<file path="config.mk">
export PLATFORM = sky130hd
export DESIGN_NAME = cordic_sequencer
export DESIGN_NICKNAME = d
export VERILOG_FILES = /design/src/rtl/cordic_sequencer.sv
export SDC_FILE = /design/constraint.sdc
export NUM_CORES = 1
export LEC_CHECK = 0
export ABC_AREA = 1
export CORE_ASPECT_RATIO = 0.5
export CORE_MARGIN = 4
export CORE_UTILIZATION = 40
export CTS_CLUSTER_DIAMETER = 40
export DETAILED_ROUTE_END_ITERATION = 16
export DONT_BUFFER_PORTS = 1
export PLACE_DENSITY_LB_ADDON = 0.25
export SLEW_MARGIN = 0
export SYNTH_ARGS = -nofsm -noshare
export SYNTH_HDL_FRONTEND = slang
export SYNTH_SLANG_ARGS = --single-unit
</file>
<file path="constraint.sdc">
create_clock -name i_clk -period 7.75 [get_ports i_clk]
set_input_delay 0.3875 -clock i_clk [delete_from_list [all_inputs] [get_ports i_clk]]
set_output_delay 0.3875 -clock i_clk [all_outputs]
set_load 0.01 [all_outputs]
</file>
<file path="src/rtl/cordic_sequencer.sv">
`default_nettype none
// ============================================================================
// Module      : cordic_sequencer
// Description : Iterative CORDIC controller. Accepts an (x, y, z, mode, vec)
//               job over a valid/ready handshake, steps it through a single
//               combinational micro-rotation stage once per clock for p_ITER
//               iterations, then holds the final vector on a valid/ready
//               output handshake. Circular (mode=1) and hyperbolic (mode=0)
//               coordinate systems, rotation (vec=0) and vectoring (vec=1).
//               Optional macro CORDIC_SEQ_QUAD_EN adds a one-cycle PRE state
//               that folds circular operands into the convergence range with
//               a +/- pi/2 pre-rotation.
// Revision    : 1.0 - initial release
// ============================================================================
module cordic_sequencer #(
    parameter int p_WIDTH = 32,
    parameter int p_FRAC  = 29,
    parameter int p_ITER  = 24
) (
    input  logic                      i_clk,
    input  logic                      i_rst,
    input  logic                      i_valid,
    output logic                      o_ready,
    input  logic signed [p_WIDTH-1:0] i_x,
    input  logic signed [p_WIDTH-1:0] i_y,
    input  logic signed [p_WIDTH-1:0] i_z,
    input  logic                      i_mode,
    input  logic                      i_vec,
    output logic                      o_valid,
    input  logic                      i_ready,
    output logic signed [p_WIDTH-1:0] o_x,
    output logic signed [p_WIDTH-1:0] o_y,
    output logic signed [p_WIDTH-1:0] o_z
);

    // ------------------------------------------------------------------------
    // Constants
    // ------------------------------------------------------------------------
    localparam int c_KW    = $clog2(p_ITER + 1);
    localparam int c_SW    = $clog2(p_WIDTH);
    // Fractional precision used while building the angle table at elaboration.
    localparam int c_LUT_F = 100;

    localparam logic [1:0] c_IDLE = 2'd0;
`ifdef CORDIC_SEQ_QUAD_EN
    localparam logic [1:0] c_PRE  = 2'd1;
`endif
    localparam logic [1:0] c_ITER = 2'd2;
    localparam logic [1:0] c_DONE = 2'd3;

    localparam logic [c_KW-1:0] c_K_LAST = c_KW'(p_ITER - 1);

    // atan(1/m) (or atanh(1/m) when hyp=1) as a c_LUT_F-bit fixed-point
    // value, via the Taylor series. Converges for any m >= 2; m=5 and m=239
    // feed the Machin formula for pi/4.
    function automatic logic [127:0] atan_inv_fx(input logic [127:0] m, input logic hyp);
        logic [127:0] p;
        logic [127:0] msq;
        logic [127:0] sum;
        logic [127:0] term;
        sum = '0;
        msq = m * m;
        p   = (128'd1 << c_LUT_F) / m;
        for (int n = 0; n < 64; n++) begin
            term = p / 128'(2 * n + 1);
            if (hyp || ((n % 2) == 0)) begin
                sum = sum + term;
            end else begin
                sum = sum - term;
            end
            p = p / msq;
        end
        return sum;
    endfunction

    // pi/4 = 4*atan(1/5) - atan(1/239), in c_LUT_F-bit fixed point.
    function automatic logic [127:0] pi_quarter_fx();
        return (atan_inv_fx(128'd5, 1'b0) << 2) - atan_inv_fx(128'd239, 1'b0);
    endfunction

    // Round a c_LUT_F-bit fixed-point value to p_FRAC fractional bits.
    function automatic logic [p_WIDTH-1:0] fx_round(input logic [127:0] v);
        logic [127:0] r;
        r = (v + (128'd1 << (c_LUT_F - p_FRAC - 1))) >> (c_LUT_F - p_FRAC);
        return r[p_WIDTH-1:0];
    endfunction

    // Table entry for shift amount s. Hyperbolic s=0 is never scheduled.
    function automatic logic [p_WIDTH-1:0] lut_entry(input int s, input logic hyp);
        logic [127:0] v;
        if (s == 0) begin
            if (hyp) begin
                v = '0;
            end else begin
                v = pi_quarter_fx();
            end
        end else begin
            v = atan_inv_fx(128'd1 << s, hyp);
        end
        return fx_round(v);
    endfunction

    // ------------------------------------------------------------------------
    // Registers
    // ------------------------------------------------------------------------
    logic [1:0]                r_state;
    logic [c_KW-1:0]           r_k;
    logic signed [p_WIDTH-1:0] r_x;
    logic signed [p_WIDTH-1:0] r_y;
    logic signed [p_WIDTH-1:0] r_z;
    logic                      r_mode;
    logic                      r_vec;

    // ------------------------------------------------------------------------
    // Arctangent / arctanh tables, indexed by shift amount
    // ------------------------------------------------------------------------
    logic signed [p_WIDTH-1:0] w_atan_tab  [p_WIDTH];
    logic signed [p_WIDTH-1:0] w_atanh_tab [p_WIDTH];

    generate
        for (genvar gi = 0; gi < p_WIDTH; gi++) begin : g_lut
            localparam logic signed [p_WIDTH-1:0] c_ATAN  = lut_entry(gi, 1'b0);
            localparam logic signed [p_WIDTH-1:0] c_ATANH = lut_entry(gi, 1'b1);
            assign w_atan_tab[gi]  = c_ATAN;
            assign w_atanh_tab[gi] = c_ATANH;
        end
    endgenerate

    // ------------------------------------------------------------------------
    // Shift schedule
    // ------------------------------------------------------------------------
    logic [31:0]     w_k_ext;
    logic [31:0]     w_shift_raw;
    logic [c_SW-1:0] w_shift;

    // Map iteration index to shift amount; hyperbolic repeats 4, 13 and 40.
    always_comb begin
        w_k_ext = 32'(r_k);
        if (r_mode) begin
            w_shift_raw = w_k_ext;
        end else if (w_k_ext < 32'd4) begin
            w_shift_raw = w_k_ext + 32'd1;
        end else if (w_k_ext < 32'd14) begin
            w_shift_raw = w_k_ext;
        end else if (w_k_ext < 32'd42) begin
            w_shift_raw = w_k_ext - 32'd1;
        end else begin
            w_shift_raw = w_k_ext - 32'd2;
        end
        if (w_shift_raw > 32'(p_WIDTH - 1)) begin
            w_shift = c_SW'(p_WIDTH - 1);
        end else begin
            w_shift = w_shift_raw[c_SW-1:0];
        end
    end

    // ------------------------------------------------------------------------
    // Single micro-rotation stage
    // ------------------------------------------------------------------------
    logic                      w_d;
    logic signed [p_WIDTH-1:0] w_xs;
    logic signed [p_WIDTH-1:0] w_ys;
    logic signed [p_WIDTH-1:0] w_lut;
    logic signed [p_WIDTH-1:0] w_x_nxt;
    logic signed [p_WIDTH-1:0] w_y_nxt;
    logic signed [p_WIDTH-1:0] w_z_nxt;

    // One CORDIC step: d=1 means rotate by +angle (z decreases).
    always_comb begin
        w_d   = r_vec ? r_y[p_WIDTH-1] : ~r_z[p_WIDTH-1];
        w_xs  = r_x >>> w_shift;
        w_ys  = r_y >>> w_shift;
        w_lut = r_mode ? w_atan_tab[w_shift] : w_atanh_tab[w_shift];
        if (r_mode) begin
            w_x_nxt = w_d ? (r_x - w_ys) : (r_x + w_ys);
        end else begin
            w_x_nxt = w_d ? (r_x + w_ys) : (r_x - w_ys);
        end
        w_y_nxt = w_d ? (r_y + w_xs) : (r_y - w_xs);
        w_z_nxt = w_d ? (r_z - w_lut) : (r_z + w_lut);
    end

`ifdef CORDIC_SEQ_QUAD_EN
    // ------------------------------------------------------------------------
    // Quadrant pre-rotation (circular only)
    // ------------------------------------------------------------------------
    localparam logic signed [p_WIDTH-1:0] c_HALF_PI = fx_round(pi_quarter_fx() << 1);

    logic signed [p_WIDTH-1:0] w_pre_x;
    logic signed [p_WIDTH-1:0] w_pre_y;
    logic signed [p_WIDTH-1:0] w_pre_z;
    logic                      w_rot_pos;
    logic                      w_rot_neg;

    // Fold the operand by +/- 90 degrees so the main iterations converge.
    always_comb begin
        w_rot_pos = 1'b0;
        w_rot_neg = 1'b0;
        if (r_mode) begin
            if (r_vec) begin
                w_rot_neg = r_x[p_WIDTH-1] & ~r_y[p_WIDTH-1];
                w_rot_pos = r_x[p_WIDTH-1] &  r_y[p_WIDTH-1];
            end else begin
                w_rot_pos = (r_z > c_HALF_PI);
                w_rot_neg = (r_z < -c_HALF_PI);
            end
        end
        if (w_rot_pos) begin
            w_pre_x = -r_y;
            w_pre_y = r_x;
            w_pre_z = r_z - c_HALF_PI;
        end else if (w_rot_neg) begin
            w_pre_x = r_y;
            w_pre_y = -r_x;
            w_pre_z = r_z + c_HALF_PI;
        end else begin
            w_pre_x = r_x;
            w_pre_y = r_y;
            w_pre_z = r_z;
        end
    end
`endif

    // ------------------------------------------------------------------------
    // Control FSM and datapath registers
    // ------------------------------------------------------------------------
    // Sequence a job: capture, optional pre-rotation, iterate, hold result.
    always_ff @(posedge i_clk) begin
        if (i_rst) begin
            r_state <= c_IDLE;
            r_k     <= '0;
            r_x     <= '0;
            r_y     <= '0;
            r_z     <= '0;
            r_mode  <= 1'b0;
            r_vec   <= 1'b0;
        end else begin
            case (r_state)
                c_IDLE: begin
                    if (i_valid) begin
                        r_x    <= i_x;
                        r_y    <= i_y;
                        r_z    <= i_z;
                        r_mode <= i_mode;
                        r_vec  <= i_vec;
                        r_k    <= '0;
`ifdef CORDIC_SEQ_QUAD_EN
                        r_state <= c_PRE;
`else
                        r_state <= c_ITER;
`endif
                    end
                end
`ifdef CORDIC_SEQ_QUAD_EN
                c_PRE: begin
                    r_x     <= w_pre_x;
                    r_y     <= w_pre_y;
                    r_z     <= w_pre_z;
                    r_state <= c_ITER;
                end
`endif
                c_ITER: begin
                    r_x <= w_x_nxt;
                    r_y <= w_y_nxt;
                    r_z <= w_z_nxt;
                    r_k <= r_k + 1'b1;
                    if (r_k == c_K_LAST) begin
                        r_state <= c_DONE;
                    end
                end
                c_DONE: begin
                    if (i_ready) begin
                        r_state <= c_IDLE;
                    end
                end
                default: begin
                    r_state <= c_IDLE;
                end
            endcase
        end
    end

    // ------------------------------------------------------------------------
    // Outputs
    // ------------------------------------------------------------------------
    assign o_ready = (r_state == c_IDLE);
    assign o_valid = (r_state == c_DONE);
    assign o_x     = r_x;
    assign o_y     = r_y;
    assign o_z     = r_z;

endmodule
`default_nettype wire

</file>
==> results.yml <==
run_status:
  status: "complete, no violations"
min_path:
  hp-start: "i_rst"
  hp-class: "in -> reg"
power:
  combinationalPowerShare_pct: 72.8
  p_leak_nw: 8.81
  p_int_mw: 2.07
  powerDensity_nw_per_um2: 275
  p_switching_mw: 2.91
  switching_share_pct: 58.4
  power_mw: 4.98
  pwr-share-clk_pct: 10.6
  ir_drop_v: 0.000104
  seqPwrFrac_pct: 16.6
job:
  max_cap_violations: 0
clock_tree:
  cts_tree: "done"
  post_cts_resized: 0
  cts.sinks: 105
  post_cts_buffers: 0
  hold_buffers: 0
  path_clk_slew_ns: 0.08
  cts_buffers: 9
  clk_latency_ns: 0.40
  cts_root_buf: "clkbuf_16"
  h-tree-depth: 3
  clockBufferDepth: 2
sta:
  grt_setup_unrepaired: "no"
  hold_slack_ns: 0.0672
  fin_crit_ns: 6.70
  finClkSkew_ns: 0.0189
  hold_violations: 0
  min_period_over_period_pct: 86.5
  max_slew.worst_pin.slew_ns: 0.816
  clock.fmax_mhz: 149
  slew-limit-headroom_pct: 45.5
  setup_viol: 0
  setup_tns_ns: 0
  final_max_slew_viol_count: 0
cells_and_area:
  layout_commonest_cell: "nand2_1"
  n_fill_cell: 4775
  drive_gt1_share_pct: 5.19
  nNetsFinal: 3263
  areaGrowthSynthToFinish_pct: 3.78
  final_cell_mix: "nand2_1 (858), inv_1 (338), nand3_1 (314)"
worst_setup_path:
  reg2reg_from: "r_k[3]"
  worstSetupStartpointType: "flip-flop"
  crit_path_end_kind: "flip-flop"
  arrival_ns: 6.98
  crit_type: "reg -> reg"
  crit_family: "simple AND/OR/NAND/NOR gates"
  crit_required_ns: 8.03
  cpPeakStageDelay_ns: 0.55
  cp_slowest_cell: "dfxtp_1"
  critical_path.startpoint: "r_k[3]"
  path_buf_inv: 4
  critPathMaxFanout: 34
  crit_top_cell: "nand2_1"
synth:
  yosysSeqAreaShare_pct: 12.1
  synth_edf_count: 0
  synth_seq_cells: 105
  synth.cell_area_um2: 17400
  synthArstFlopShare_pct: 0
  synth_nets: 3364
  yosysUniqueCellTypes: 60
  syn_inst: 3121
  yosys_warnings: 0
  ys.flop_type: "dfxtp_1"
  syn_avg_cell_area_um2: 5.59
global_routing:
  grt_first_pass_wirelength_mm: 107
  grt.total_usage_pct: 28.9
  grt_max_degree: 92
  grt_pass1_vias: 18500
  antenna_found_initial: 2
  grt-ovfl-total: 0
floorplan:
  io_pins: 200
  initial_core_util_pct: 41.0
  die_w_um: 303
  core-area_um2: 42500
  rows: 53
  die_y_um: 156
  dieArea_um2: 47200
routing:
  dr.pass1.iters: 7
  wl_mm: 70.7
  detail-route-antenna-nets: 0
  drcViolationCount: 0
  wire_per_inst_um: 19.6
  initialDrtViolationCount: 2108
  vias: 20600
  routed_via_density: 5.72
placed_design:
  dp_hpwl_mm: 56.5
  portBuffers: 0
  gp_congestion: 1.00
## through the flow
| step | area (µm²) | worst slack, ns | cells | util [%] |
|---|---|---|---|---|
| 2_1_floorplan | 17400 | 2.12 | 3121 | - |
| 3_3_place_gp | 17800 | 1.27 | 3586 | 41.8 |
| 3_5_place_dp | 17800 | 1.28 | 3586 | 41.8 |
| 4_1_cts | 18100 | 1.24 | 3602 | 42.6 |
| 5_1_grt | 18100 | 0.492 | 3603 | 42.6 |
| 6_report | 18100 | 1.05 | 3603 | 42.6 |
## kinds of logic (layout without fill, tap and decap cells)
kind of cell	after synthesis	after routing	share of synthesized area (%)
other	0	1	0
AOI/OAI and AO/OA	720	720	23.5
adders and majority gates	141	141	10.3
buffers and inverters	514	418	11.8
DFF	105	105	12.1
and+or+nand+nor	1559	1559	38.3
xor gates and xnor gates	77	77	3.87
muxes	5	5	0.287
## power groups by stage
| stage | Sequential [mW] | Clock (mW) | Combinational, mW |
|---|---|---|---|
| floorplan | 0.754 | 0 | 2.67 |
| global placement | 0.837 | 0 | 3.54 |
| detailed placement | 0.836 | 0 | 3.54 |
| CTS | 0.823 | 0.541 | 3.56 |
| global route | 0.833 | 0.558 | 4.08 |
| finish | 0.825 | 0.529 | 3.63 |
## synth_stat cells, drive strengths merged, types with 7 or more instances
cell | number | area [µm²]
nor4 | 9 | 56.3
a31oi | 66 | 413
o21a | 18 | 135
nand3b | 10 | 87.6
buf | 58 | 340
inv | 362 | 1360
xnor2 | 31 | 272
nor3 | 35 | 175
a21boi | 10 | 97.6
o21bai | 13 | 97.6
clkbuf | 88 | 330
a21o | 7 | 52.6
nand2 | 874 | 3320
nand4 | 19 | 134
nor2 | 254 | 1020
xor2 | 46 | 403
a21oi | 250 | 1270
o211ai | 33 | 253
dfxtp | 105 | 2100
nand3 | 319 | 1630
o21ai | 286 | 1460
or2 | 32 | 200
ha | 137 | 1710
## routing by layer
| layer | track usage (%) | vias to the layer above | share of wire, % |
|---|---|---|---|
| li1 | - | 10200 | - |
| met1 | 41.2 | 9534 | 46 |
| met2 | 43.8 | 832 | 42 |
| met3 | 6.35 | 97 | 8.8 |
| met4 | 8.02 | 2 | 2.7 |
| met5 | 0 | - | 0.018 |
## area by class of cell
class / instances / area [µm²] / share of cell area [%]
repair buffers: 34 / 268 / 1.48
multi-input cells: 2502 / 13300 / 73.5
inverters: 368 / 1380 / 7.64
flip-flops and latches: 105 / 2100 / 11.6
well taps: 577 / 722 / 3.99
clock buffers: 12 / 256 / 1.42
clock inverters: 4 / 56.3 / 0.311
diodes: 1 / 2.50 / 0.0138
## path summary, 6_finish.rpt
path / end / slack [ns] / cells after the start
worst max-delay path: o_y[26] / 1.05 / 37
worst min-delay path: o_y[5] / 0.07 / 1
worst max register to register: o_y[26] / 1.05 / 37
worst min register to register: r_vec / 0.52 / 2
## state kept, by name, indices dropped and copies added, names as in the netlist
signal / flops
r_state: 2
r_k: 5
r_vec: 1
o_x: 32
o_y: 32
o_z: 32
r_mode: 1
Power figures use the tool's default switching activity.
